`src/rtl/obstacle_follower.sv`:
```
// Scrolling obstacle that drifts horizontally and latches a hit on player overlap.
// Define FOLLOWER_RESPAWN_EN to reload obs_x at X_INIT whenever obs_y wraps to 0.
module obstacle_follower #(
  parameter int Y_INIT  = 0,
  parameter int X_INIT  = 0,
  parameter int CAR_DIV = 50000,
  parameter int DIR     = 0,
  parameter int OBS_W   = 32,
  parameter int OBS_H   = 16
) (
  input  logic       clk,
  input  logic       reset,
  input  logic       move_followers,
  input  logic [9:0] player_x,
  input  logic [9:0] player_y,
  output logic [9:0] obs_x,
  output logic [9:0] obs_y,
  output logic       hit,
  output logic       active
);

  localparam int CNT_W = $clog2(CAR_DIV);
  localparam logic [CNT_W-1:0] CNT_MAX = CNT_W'(CAR_DIV - 1);
  localparam logic [9:0] X0 = 10'(X_INIT);
  localparam logic [9:0] Y0 = 10'(Y_INIT);

  typedef enum logic [1:0] {IDLE, RUN, HIT} state_t;

  state_t           state_q, state_d;
  logic [9:0]       x_q, x_d;
  logic [9:0]       y_q, y_d;
  logic [CNT_W-1:0] cnt_q, cnt_d;
  logic             hit_q, active_q;

  logic [10:0] px11, py11, ox11, oy11;
  logic        collide;
  logic        y_wrap;
  logic [9:0]  y_next;
  logic [9:0]  x_next;
  logic        y_apply;

  assign px11 = {1'b0, player_x};
  assign py11 = {1'b0, player_y};
  assign ox11 = {1'b0, x_q};
  assign oy11 = {1'b0, y_q};

  assign collide = (px11 < ox11 + 11'(OBS_W)) && (ox11 < px11 + 11'd16) &&
                   (py11 < oy11 + 11'(OBS_H)) && (oy11 < py11 + 11'd16);

  assign y_wrap = (oy11 + 11'd2) >= 11'd480;
  assign y_next = y_wrap ? 10'd0 : y_q + 10'd2;

  always_comb begin
    if (DIR == 0) x_next = (x_q == 10'd639) ? 10'd0 : x_q + 10'd1;
    else          x_next = (x_q == 10'd0) ? 10'd639 : x_q - 10'd1;
  end

  always_comb begin
    state_d = state_q;
    x_d     = x_q;
    y_d     = y_q;
    cnt_d   = cnt_q;
    y_apply = 1'b0;
    case (state_q)
      IDLE: begin
        if (move_followers) begin
          state_d = RUN;
          cnt_d   = '0;
          y_apply = 1'b1;
        end
      end
      RUN: begin
        // A collision freezes everything on the edge that enters HIT.
        if (collide) begin
          state_d = HIT;
        end else begin
          if (cnt_q == CNT_MAX) begin
            cnt_d = '0;
            x_d   = x_next;
          end else begin
            cnt_d = cnt_q + 1'b1;
          end
          y_apply = move_followers;
        end
      end
      default: ;
    endcase
    if (y_apply) y_d = y_next;
`ifdef FOLLOWER_RESPAWN_EN
    if (y_apply && y_wrap) begin
      x_d   = X0;
      cnt_d = '0;
    end
`endif
  end

  always_ff @(posedge clk or posedge reset) begin
    if (reset) begin
      state_q  <= IDLE;
      x_q      <= X0;
      y_q      <= Y0;
      cnt_q    <= '0;
      hit_q    <= 1'b0;
      active_q <= 1'b0;
    end else begin
      state_q  <= state_d;
      x_q      <= x_d;
      y_q      <= y_d;
      cnt_q    <= cnt_d;
      hit_q    <= (state_d == HIT);
      active_q <= (state_d == RUN);
    end
  end

  assign obs_x  = x_q;
  assign obs_y  = y_q;
  assign hit    = hit_q;
  assign active = active_q;

endmodule

```
`config.mk`:
```
export PLATFORM = sky130hd
export DESIGN_NAME = obstacle_follower
export DESIGN_NICKNAME = d
export VERILOG_FILES = /design/src/rtl/obstacle_follower.sv
export SDC_FILE = /design/constraint.sdc
export NUM_CORES = 1
export LEC_CHECK = 0
export BUFFER_PORTS_ARGS = -buffer_cell sky130_fd_sc_hd__buf_2
export CAP_MARGIN = 20
export CORE_MARGIN = 1
export CORE_UTILIZATION = 53
export DETAILED_ROUTE_END_ITERATION = 6
export GPL_TIMING_DRIVEN = 0
export PLACE_DENSITY = 0.78
export REMOVE_ABC_BUFFERS = 1
export SLEW_MARGIN = 5
export SYNTH_ARGS = -nofsm -noshare
export SYNTH_HDL_FRONTEND = slang
export SYNTH_SLANG_ARGS = --single-unit
```
`constraint.sdc`:
```
create_clock -name clk -period 3.06 [get_ports clk]
set_input_delay 0.306 -clock clk [delete_from_list [all_inputs] [get_ports clk]]
set_output_delay 0.306 -clock clk [all_outputs]
set_load 0.02 [all_outputs]
```
* Word-level counts from Yosys, hierarchy flattened *
Index checks and enable logic that the tools add are counted.
Widths: inputs -> output; s select.

operators by class
  $add $sub $neg = 8
  multiply operators = 0
  div/mod/pow operators = 0
  magnitude comparators = 5
  eq/ne operators = 7
  shift operators = 0
  muxes and demuxes = 12
  bitwise operators = 1
  reduce and logical (&&, ||, !) cells = 7

operators by type and width
  operator               count
  $mux 16                3
  $lt 10x11->1           4
  $add 10x5->11 const B  3
  $pmux 16 s2            1
  $mux 10                2
  $add 16x1->16 const B  1
  $eq 16x16->1 const B   1
  $add 10x2->11 const B  1
  $add 10x6->11 const B  1
  $ge 11x9->1 const B    1
  $add 10x1->10 const B  1
  $add 10x2->10 const B  1
  $eq 10x10->1 const B   1
  $reduce_and 3->1       2
  $eq 2x1->1 const B     2
  $mux 2                 2
  $ne 2x2->1 const B     2
  $pmux 2 s2             1
  $logic_and 1x1->1      3
  $eq 2x2->1 const B     1
  $logic_not 2->1        1
  $mux 1                 2
  $pmux 1 s2             1
  $reduce_bool 2->1      1
  $not 1->1              1

word-level totals
  flip-flop bits (word level) = 40
  bits in latches = 0
  bits in writable memories = 0
  memory bits (read-only) = 0
  input bits = 23
  output and inout bits = 22
  memories kept = 0

* Longest topological paths before layout *
Gate-level depths: netlist (run 1).

  word-level depth = 8
  gate-level depth with buffers = 15

* Least setup slack after synthesis (run 1) *
No wires, ideal clock.

  path kind = reg2reg
  from = register y_q[4] (netlist: obs_y[4])
  to = register cnt_q[15]
  library setup time = 0.130 ns
  arrival time = 3.067 ns
  required time = 2.930 ns
  path slack = -0.137 ns
  cell stages (with the launch flop) = 15
  path buffers = 3
  period minus slack after synthesis = 3.197 ns
  path through = dfrtp_1 > ha_1 > xnor2_1 > ha_1 > nand4_1 > a21oi_1 > a2111oi_0 > nor3_1 > or4_1 > buf_2 > o221ai_4 > or2_1 > buf_6 > buf_12 > o31ai_2

between the ends
  longest elaborated chain between the ends = 6
  elaborated cells between the ends (all ways) = 7

RTL lines
  element                       line  source
  start: declaration            31    logic [9:0] y_q, y_d;
  start signal: assignment      108   y_q <= y_d;
  $add 10x5->11                 48    (py11 < oy11 + 11'(OBS_H)) && (oy11 < py11 + 11'd16);
  $lt 10x11->1                  48
  $logic_and 1x1->1             47    assign collide = (px11 < ox11 + 11'(OBS_W)) && (ox11 < px11 + 11'd16) &&
  $logic_and 1x1->1 *           48
  $ne 2x2->1 (no line) *        --
  $reduce_and 3->1 (no line) *  --
  end signal: assignment        109   cnt_q <= cnt_d;
  end: declaration              32    logic [CNT_W-1:0] cnt_q, cnt_d;

Every way passes the cells marked *; elsewhere a longest branch is shown, timed or not.
A chain may end at the register's enable or synchronous reset.

* Worst setup path after layout (run 1) *
  from = register y_q[5] (netlist: obs_y[5])
  to = register cnt_q[12]

The elaborated chain is that of the path after synthesis.

==> results of run 1 <==
## path summary, 6_finish.rpt
path                       cells past startpoint   endpoint  slack (ns)
setup / recovery                              12  cnt_q[12]        0.03
hold / removal                                 2   cnt_q[5]        0.16
setup reg to reg                              12  cnt_q[12]        0.03
hold reg to reg                                1   cnt_q[0]        0.51
max in group asynchronous                      2   obs_y[7]        2.32
min in group clk                               1   cnt_q[0]        0.51
## per-stage QoR
step / hold slack, ns / instance area [sq um] / setup slack [ns]
2_1_floorplan: 0.461 / 3130 / -0.508
3_3_place_gp: 0.481 / 3440 / -1.13
3_5_place_dp: 0.493 / 3440 / -1.28
4_1_cts: 0.200 / 3630 / 0.0124
5_1_grt: 0.244 / 3880 / -0.0867
6_report: 0.159 / 3880 / 0.0276
## cell type report
class                           instances  area [sq um]  share of cell area, %
Clock inverter                          1          7.51                  0.193
Sequential cell                        39           985                   25.4
Multi-Input combinational cell        299          2160                   55.7
Clock buffer                            7          96.3                   2.48
Tap cell                               75          93.8                   2.42
Timing Repair Buffer                   68           428                   11.0
Inverter                               29           109                   2.81
## report_power, final
group / switching, mW / internal, mW / total (mW) / leakage, nW
Clock: 0.183 / 0.205 / 0.388 / 0.0505
Sequential: 0.00761 / 0.519 / 0.527 / 0.511
Combinational: 0.0927 / 0.0666 / 0.159 / 1.26
## routing by layer
layer / global-route usage [%] / wire (microns) / vias to the layer above
li1: - / - / 1484
met1: 28.7 / 3320 / 1436
met2: 39.0 / 3750 / 88
met3: 2.51 / 323 / 6
met4: 7.68 / 55 / 0
met5: 0 / 0 / -
## flip-flops by register name, indices dropped and copies added, names as in the netlist
signal	flops
cnt_q	16
obs_x	10
obs_y	9
state_q	2
active	1
hit	1
## synthesized netlist by cell type (10+ instances only)
library cell,instances
inv_1,29
ha_1,42
and3_1,13
dfrtp_1,39
nand3_1,21
nand2b_1,11
nand4_1,10
xnor2_1,11
nor2_1,25
a21oi_1,20
nand2_1,32
xor2_1,10
o21ai_0,36
## logic make-up after synthesis
group                    Yosys count
flip-flops                        39
buffers and inverters             43
AND/OR/NAND/NOR                  134
AO/OA/AOI/OAI                     99
multiplexers                       1
adder cells (fa/ha/maj)           42
other                              1
XOR/XNOR                          21
## worst register-to-register path: stages (launching register included)
cell and delay, ns:
dfrtp_2 0.42, ha_4 0.18, nand3_4 0.09, xnor2_2 0.14, ha_1 0.33, a21oi_2 0.15, o22ai_1 0.10, a211o_1 0.24
or4_4 0.63, o221ai_4 0.30, clkbuf_16 0.22, o21ai_0 0.08, o31ai_1 0.07
## timing repair
action,CTS,global route
buffers inserted,3,21
pin swaps,4,13
endpoints found under the hold margin,0,0
gates resized for setup,18,19
gates cloned,1,1
setup endpoints to repair,39,37
==> flow_metrics.env, run 1 <==
export IMPL_die_y_microns=79.9
export IMPL_worst_setup_path_start_kind="flip-flop"
export IMPL_critPathKind="flip-flop to flip-flop"
export IMPL_yosysWarnings=0
export IMPL_postSynthCellCount=380
export IMPL_drive_above_1_share_pct=25.5
export IMPL_initialDrtViolationCount=188
export IMPL_place_detailed_hpwl_microns=5000
export IMPL_grt_pass1_vias=2586
export IMPL_stdcell_count=518
export IMPL_worstReg2RegStart="obs_y[5]"
export IMPL_synth_simple_area_share_pct=21.1
export IMPL_vdd_ir_drop_max_uv=206
export IMPL_synthXorXnorAreaFrac_pct=5.72
export IMPL_finalWirelength_microns=7450
export IMPL_postRouteAntennaNets=0
export IMPL_grt_overflow=0
export IMPL_synth_edf_count=0
export IMPL_fin_util_pct=65.9
export IMPL_layout_common_cells="buf_2, ha_1, nand2_1, dfrtp_1, o21ai_0"
export IMPL_synth_top_area_share_pct=30.3
export IMPL_rsz0062_at_grt="true"
export IMPL_ys_dominant_reg_cell="dfrtp_1"
export IMPL_avgSynthCellArea_sq_um=8.47
export IMPL_slowest_stage="or4_4"
export IMPL_die_x_microns=79.9
export IMPL_cts_sinks=39
export IMPL_fillers=481
export IMPL_clk_pin_slew_worst_paths_ns=0.08
export IMPL_fin_setup_tns_ns=0
export IMPL_relSlewSlack_pct=46.2
export IMPL_synth_top_family_by_area="simple AND/OR/NAND/NOR gates"
export IMPL_period_share_pct=99.1
export IMPL_final_common_cell="buf_2"
export IMPL_startpoint="obs_y[5]"
export IMPL_routed_via_density=5.82
export IMPL_hp_class="primary input to async pin"
export IMPL_max_freq_mhz=330
export IMPL_start_util_pct=54.7
export IMPL_clk_latency_ns=0.29
export IMPL_yosysTopAreaCell="dfrtp_1"
export IMPL_cp_max_fo=9
export IMPL_layout_nets=507
export IMPL_crit_chain="ha_4, nand3_4, xnor2_2, ha_1, a21oi_2, o22ai_1, a211o_1, or4_4, o221ai_4, clkbuf_16, o21ai_0, o31ai_1"
export IMPL_status="finished, final reports clean"
export IMPL_cp_top_family="compound AO/OA/AOI/OAI gates"
export IMPL_cts_path_max_buffers=2
export IMPL_drv_cap=0
export IMPL_postCtsHoldBufs=0
export IMPL_die_area_sq_um=6380
export IMPL_critPathBufInv=1
export IMPL_areaGrowthSynthToFinish_pct=20.6
export IMPL_antenna_found_initial=0
export IMPL_cpPeakStageDelay_ns=0.63
export IMPL_routedWlPerCell_microns=14.4
export IMPL_cts_tree="built"
export IMPL_dr_total_vias=3014
export IMPL_dp_cells=484
export IMPL_setup_viol=0
export IMPL_firstDrtPassIters=5
export IMPL_antenna_cells=0
export IMPL_grt_pass1_wl_microns=11300
export IMPL_cts_made_buffers=5
export IMPL_synthTopCellsByArea="dfrtp_1, ha_1, o21ai_0"
export IMPL_crit_required_ns=3.26
export IMPL_yosys_register_bits=39
export IMPL_final_setup_skew_ns=0.00930
export IMPL_drc=0
export IMPL_grt_use_total_pct=22.4
export IMPL_async_flop_share_pct=100
export IMPL_synth_fa_ha_area_share_pct=16.3
export IMPL_grt_start_max_net_pins=40
export IMPL_synth_compound_area_share_pct=19.9
export IMPL_syn_area_sq_um=3220
export IMPL_root_buffer="clkbuf_8"
export IMPL_worstPathArrival_ns=3.23
export IMPL_synthMuxAreaShare_pct=0.350
export IMPL_p_per_area_nw_per_um2=277
export IMPL_core_sq_um=5890
export IMPL_slew_viol_final=0
export IMPL_ys_types=51
export IMPL_cp_end_kind="flip-flop"
export IMPL_io_pins=45
export IMPL_rows=28
export IMPL_hold_violations=0
export IMPL_ys_seq_area_share_pct=30.3
export IMPL_fin_crit_ns=3.03
export IMPL_worstMarginPinSlew_ns=0.806
export IMPL_portBuffers=43
export IMPL_power_mw=1.07
export IMPL_htreeDepth=2
export IMPL_leakagePower_nw=1.83
export IMPL_place_gp_congestion=0.822
Power figures use the tool's default switching activity.
==> run 2: changes to the inputs <==
--- a/config.mk
+++ b/config.mk
@@ -8,10 +8,10 @@
 export BUFFER_PORTS_ARGS = -buffer_cell sky130_fd_sc_hd__buf_2
 export CAP_MARGIN = 20
 export CORE_MARGIN = 1
-export CORE_UTILIZATION = 53
+export CORE_UTILIZATION = 25
 export DETAILED_ROUTE_END_ITERATION = 6
 export GPL_TIMING_DRIVEN = 0
-export PLACE_DENSITY = 0.78
+export PLACE_DENSITY = 0.43
 export REMOVE_ABC_BUFFERS = 1
 export SLEW_MARGIN = 5
 export SYNTH_ARGS = -nofsm -noshare
==> run 2 against run 1 <==
Effect of this change:
- sequential power is essentially flat
- register-to-register slack gained 0.06 ns
- first-iteration DRC count shrank 62%
- routed wire length grew 9.8%
- core utilization shrank 33 points
- critical endpoint is now cnt_q[15]
- die area grew 110%
- count of clock-buffer cells in the layout shrank 2
- sequential share of layout area shrank 1.4 points
- largest power group is now the clock network
==> flow_metrics.env, run 2 (synthesis results as in run 1) <==
export IMPL_areaGrowthSynthToFinish_pct=27.5
export IMPL_slowest_stage="or4_4"
export IMPL_cts_sinks=39
export IMPL_fin_util_pct=32.6
export IMPL_critPathKind="flip-flop to flip-flop"
export IMPL_cts_path_max_buffers=2
export IMPL_slew_viol_final=0
export IMPL_p_per_area_nw_per_um2=316
export IMPL_crit_top_cell="a21oi_1"
export IMPL_grt_overflow=0
export IMPL_drv_cap=0
export IMPL_start_util_pct=25.6
export IMPL_worst_setup_path_start_kind="flip-flop"
export IMPL_routedWlPerCell_microns=13.3
export IMPL_regMostFlops="cnt_q"
export IMPL_postRouteAntennaNets=0
export IMPL_hold_violations=0
export IMPL_grt_use_total_pct=12.5
export IMPL_cp_end_kind="flip-flop"
export IMPL_die_x_microns=115
export IMPL_max_freq_mhz=336
export IMPL_antenna_cells=0
export IMPL_vdd_ir_drop_max_uv=180
export IMPL_drive_above_1_share_pct=25.2
export IMPL_place_detailed_hpwl_microns=5930
export IMPL_finalWirelength_microns=8170
export IMPL_status="finished, final reports clean"
export IMPL_place_gp_congestion=0.763
export IMPL_worstPathArrival_ns=3.17
export IMPL_layout_common_cells="buf_2, ha_1, dfrtp_1"
export IMPL_top_usage_layer="met2"
export IMPL_fin_setup_tns_ns=0
export IMPL_grt_start_max_net_pins=34
export IMPL_cp_max_fo=9
export IMPL_largest_reg_flops=16
export IMPL_firstDrtPassIters=4
export IMPL_setup_viol=0
export IMPL_grt_pass1_wl_microns=13400
export IMPL_die_area_sq_um=13300
export IMPL_crit_chain="ha_2, inv_1, ha_1, a21oi_1, o21ai_0, a21oi_1, nor3_1, or4_4, o221ai_4, buf_4, buf_12, o21ai_1, o31ai_4"
export IMPL_cts_made_buffers=5
export IMPL_clk_pin_slew_worst_paths_ns=0.06
export IMPL_final_setup_skew_ns=0.00731
export IMPL_final_common_cell="buf_2"
export IMPL_hp_class="primary input to async pin"
export IMPL_grt_use_met3_pct=1.67
export IMPL_root_buffer="clkbuf_16"
export IMPL_relSlewSlack_pct=61.3
export IMPL_die_y_microns=115
export IMPL_fin_crit_ns=2.98
export IMPL_initialDrtViolationCount=71
export IMPL_layout_nets=505
export IMPL_io_pins=45
export IMPL_rows=41
export IMPL_rsz0062_at_grt="true"
export IMPL_cpPeakStageDelay_ns=0.62
export IMPL_period_share_pct=97.2
export IMPL_routed_via_density=4.74
export IMPL_dr_total_vias=2905
export IMPL_reg2regPathDepth=13
export IMPL_drc=0
export IMPL_worstMarginPinSlew_ns=0.581
export IMPL_use_met2_pct=21.8
export IMPL_clk_latency_ns=0.28
export IMPL_core_sq_um=12600
export IMPL_grt_pass1_vias=2843
export IMPL_fin_hold_ws_ns=0.467
export IMPL_use_met1_pct=16.4
export IMPL_cts_tree="built"
export IMPL_antenna_found_initial=0
export IMPL_crit_required_ns=3.26
export IMPL_leakagePower_nw=1.88
export IMPL_portBuffers=43
export IMPL_htreeDepth=2
-- run 2: cell type report --
class | instances | area [sq um]
clock inverters | 3 | 43.8
well taps | 172 | 215
inverters | 29 | 109
fillers | 1335 | 8470
flip-flops and latches | 39 | 983
clock buffers | 5 | 125
multi-input cells | 298 | 2160
repair buffers | 67 | 460
-- run 2: what timing repair did --
action | CTS | global route
hold buffers | 1 | 0
pin swaps | 3 | 5
buffers inserted | 9 | 11
cloned | 0 | 1
gates resized for setup | 18 | 24
hold endpoints to repair | 6 | 0
setup endpoints to repair | 39 | 37
-- run 2: worst max-delay path: cells and delay by family, from the launching register on --
kind	cells	cell delay (ns)
AOI/OAI and AO/OA	6	0.81
adders and majority gates	2	0.60
buffers and inverters	3	0.30
DFF	1	0.45
and+or+nand+nor	2	0.71
-- run 2: power breakdown --
group | switching, mW | leakage (nW) | internal, mW
logic | 0.0901 | 1.28 | 0.0661
registers | 0.00832 | 0.513 | 0.520
clock network | 0.226 | 0.0838 | 0.385
-- run 2: per-layer routing --
metal | vias to the layer above | part of all wire [%]
li1 | 1473 | -
met1 | 1395 | 48
met2 | 32 | 49
met3 | 5 | 2.2
met4 | 0 | 0.65
met5 | - | 0
-- run 2: metrics by stage --
stage	total power, mW	cell area (sq um)	instances	setup slack, ns
after floorplan	0.623	3130	366	-0.508
after global placement	0.676	3560	581	-1.39
after detailed placement	0.681	3580	583	-1.25
after CTS	1.30	3890	601	0.00232
after global routing	1.35	4100	613	-0.0732
final	1.30	4100	613	0.0842
-- run 2: final timing paths --
| kind | from | to | slack [ns] |
|---|---|---|---|
| setup / recovery | obs_x[6] | cnt_q[15] | 0.08 |
| hold / removal | reset | cnt_q[7] | 0.47 |
| setup reg to reg | obs_x[6] | cnt_q[15] | 0.08 |
| hold reg to reg | cnt_q[1] | cnt_q[1] | 0.50 |
| max in group asynchronous | reset | obs_x[6] | 2.15 |
| min in group clk | cnt_q[1] | cnt_q[1] | 0.50 |
==> run 3: changes to the inputs <==
--- a/config.mk
+++ b/config.mk
@@ -7,6 +7,7 @@
 export LEC_CHECK = 0
 export BUFFER_PORTS_ARGS = -buffer_cell sky130_fd_sc_hd__buf_2
 export CAP_MARGIN = 20
+export CORE_ASPECT_RATIO = 1.1
 export CORE_MARGIN = 1
 export CORE_UTILIZATION = 25
 export DETAILED_ROUTE_END_ITERATION = 6
==> run 3 against run 2 <==
Effect of this change:
- count of clock-buffer cells in the layout did not move
- power decreased by 0.81%
- worst setup slack worse by 0.026 ns
- clock power decreased by 2%
- global-route usage is 0.33 points higher
- clock skew rose by 0.00083 ns
- largest cell class unchanged
- largest power group unchanged
==> flow_metrics.env, run 3 (synthesis results as in run 1) <==
export IMPL_critPathBufInv=1
export IMPL_cp_top_family="simple AND/OR/NAND/NOR gates"
export IMPL_slew_viol_final=0
export IMPL_routedWlPerCell_microns=13.7
export IMPL_rsz0062_at_grt="true"
export IMPL_p_per_area_nw_per_um2=317
export IMPL_stdcell_count=597
export IMPL_cts_sinks=39
export IMPL_layout_common_cells="buf_2, ha_1, dfrtp_1"
export IMPL_r2r_slack_ns=0.06
export IMPL_clk_latency_ns=0.28
export IMPL_worstMarginPinSlew_ns=0.624
export IMPL_crit_required_ns=3.22
export IMPL_routed_via_density=4.93
export IMPL_cts_path_max_buffers=2
export IMPL_clk_pin_slew_worst_paths_ns=0.06
export IMPL_areaGrowthSynthToFinish_pct=25.8
export IMPL_die_x_microns=110
export IMPL_vdd_ir_drop_max_uv=187
export IMPL_postRouteAntennaNets=0
export IMPL_max_freq_mhz=333
export IMPL_worstReg2RegStart="obs_y[5]"
export IMPL_grt_pass1_vias=2900
export IMPL_cpPeakStageDelay_ns=0.60
export IMPL_cts_made_buffers=5
export IMPL_crit_chain="ha_4, nand3_4, xnor2_2, ha_1, a21oi_2, o22ai_1, a211o_1, or4_4, o221ai_4, or2_4, buf_4, o31ai_1"
export IMPL_htreeDepth=2
export IMPL_antenna_cells=0
export IMPL_fin_crit_ns=3.00
export IMPL_drc=0
export IMPL_die_y_microns=121
export IMPL_final_setup_skew_ns=0.00814
export IMPL_start_util_pct=25.6
export IMPL_dp_cells=568
export IMPL_power_mw=1.28
export IMPL_regMostFlops="cnt_q"
export IMPL_status="finished, final reports clean"
export IMPL_rows=43
export IMPL_finalWirelength_microns=8150
export IMPL_hp_class="primary input to async pin"
export IMPL_place_detailed_hpwl_microns=5930
export IMPL_place_ws_ns=-1.30
export IMPL_setup_ws_ns=0.0582
export IMPL_dr_total_vias=2941
export IMPL_cp_end_kind="flip-flop"
export IMPL_io_pins=45
export IMPL_core_sq_um=12600
export IMPL_firstDrtPassIters=4
export IMPL_layout_nets=504
export IMPL_grt_overflow=0
export IMPL_grt_start_max_net_pins=36
export IMPL_grt_use_total_pct=12.9
export IMPL_period_share_pct=98.1
export IMPL_setup_viol=0
export IMPL_fin_util_pct=32.2
export IMPL_final_common_cell="buf_2"
export IMPL_portBuffers=43
export IMPL_place_gp_congestion=0.769
export IMPL_critPathKind="flip-flop to flip-flop"
export IMPL_root_buffer="clkbuf_16"
export IMPL_cp_max_fo=7
export IMPL_worstPathArrival_ns=3.16
export IMPL_hold_violations=0
export IMPL_die_area_sq_um=13300
export IMPL_initialDrtViolationCount=99
export IMPL_startpoint="obs_y[5]"
export IMPL_cts_tree="built"
export IMPL_drv_cap=0
export IMPL_relSlewSlack_pct=58.4
export IMPL_fin_setup_tns_ns=0
export IMPL_grt_pass1_wl_microns=13600
export IMPL_largest_reg_flops=16
export IMPL_drive_above_1_share_pct=25.9
export IMPL_leakagePower_nw=1.86
export IMPL_slowest_stage="or4_4"
export IMPL_antenna_found_initial=0
export IMPL_worst_setup_path_start_kind="flip-flop"
[run 3: path summary, 6_finish.rpt]
path                              to  cells past startpoint
setup reg to reg           cnt_q[13]                     12
max in group asynchronous   obs_y[7]                      4
setup / recovery           cnt_q[13]                     12
min in group clk            cnt_q[1]                      2
hold reg to reg             cnt_q[1]                      2
hold / removal              obs_y[3]                      3
[run 3: tightest hold or removal path: cells and delay by family]
kind                   cells  cell delay, ns
buffers and inverters      3            0.77
[run 3: through the flow]
step	instance area [sq um]	hold WS, ns
after floorplan	3130	0.461
after global placement	3540	0.484
after detailed placement	3560	0.200
after CTS	3880	0.440
after global routing	4050	0.462
final	4050	0.446
[run 3: layout make-up]
cell class / count / area [sq um]
clock buffer: 5 / 125
clock inverter: 3 / 43.8
fill: 1363 / 8540
inverter: 29 / 109
multi-input combinational: 298 / 2160
sequential: 39 / 983
tap: 157 / 196
timing repair buffer: 66 / 427
[run 3: report_power, final]
| part | total [mW] | internal [mW] | switching, mW | leakage (nW) |
|---|---|---|---|---|
| Sequential | 0.529 | 0.520 | 0.00866 | 0.513 |
| Clock | 0.601 | 0.385 | 0.216 | 0.0838 |
| Combinational | 0.155 | 0.0659 | 0.0892 | 1.27 |
[run 3: repair_timing]
item                                   in CTS  in global routing
resized for setup                          20                 23
hold buffers                                1                  0
setup endpoints to repair                  39                 35
buffers inserted                            9                 11
endpoints found under the hold margin       4                  0
pin swaps                                   3                 18
[run 3: per-layer routing]
metal  vias to the layer above  global-route usage [%]  wire (microns)
li1                       1472                       -               -
met1                      1419                    15.7            3740
met5                         -                       0               0
met4                         0                    3.45              89
met3                         6                    1.61             212
met2                        44                    23.4            4110
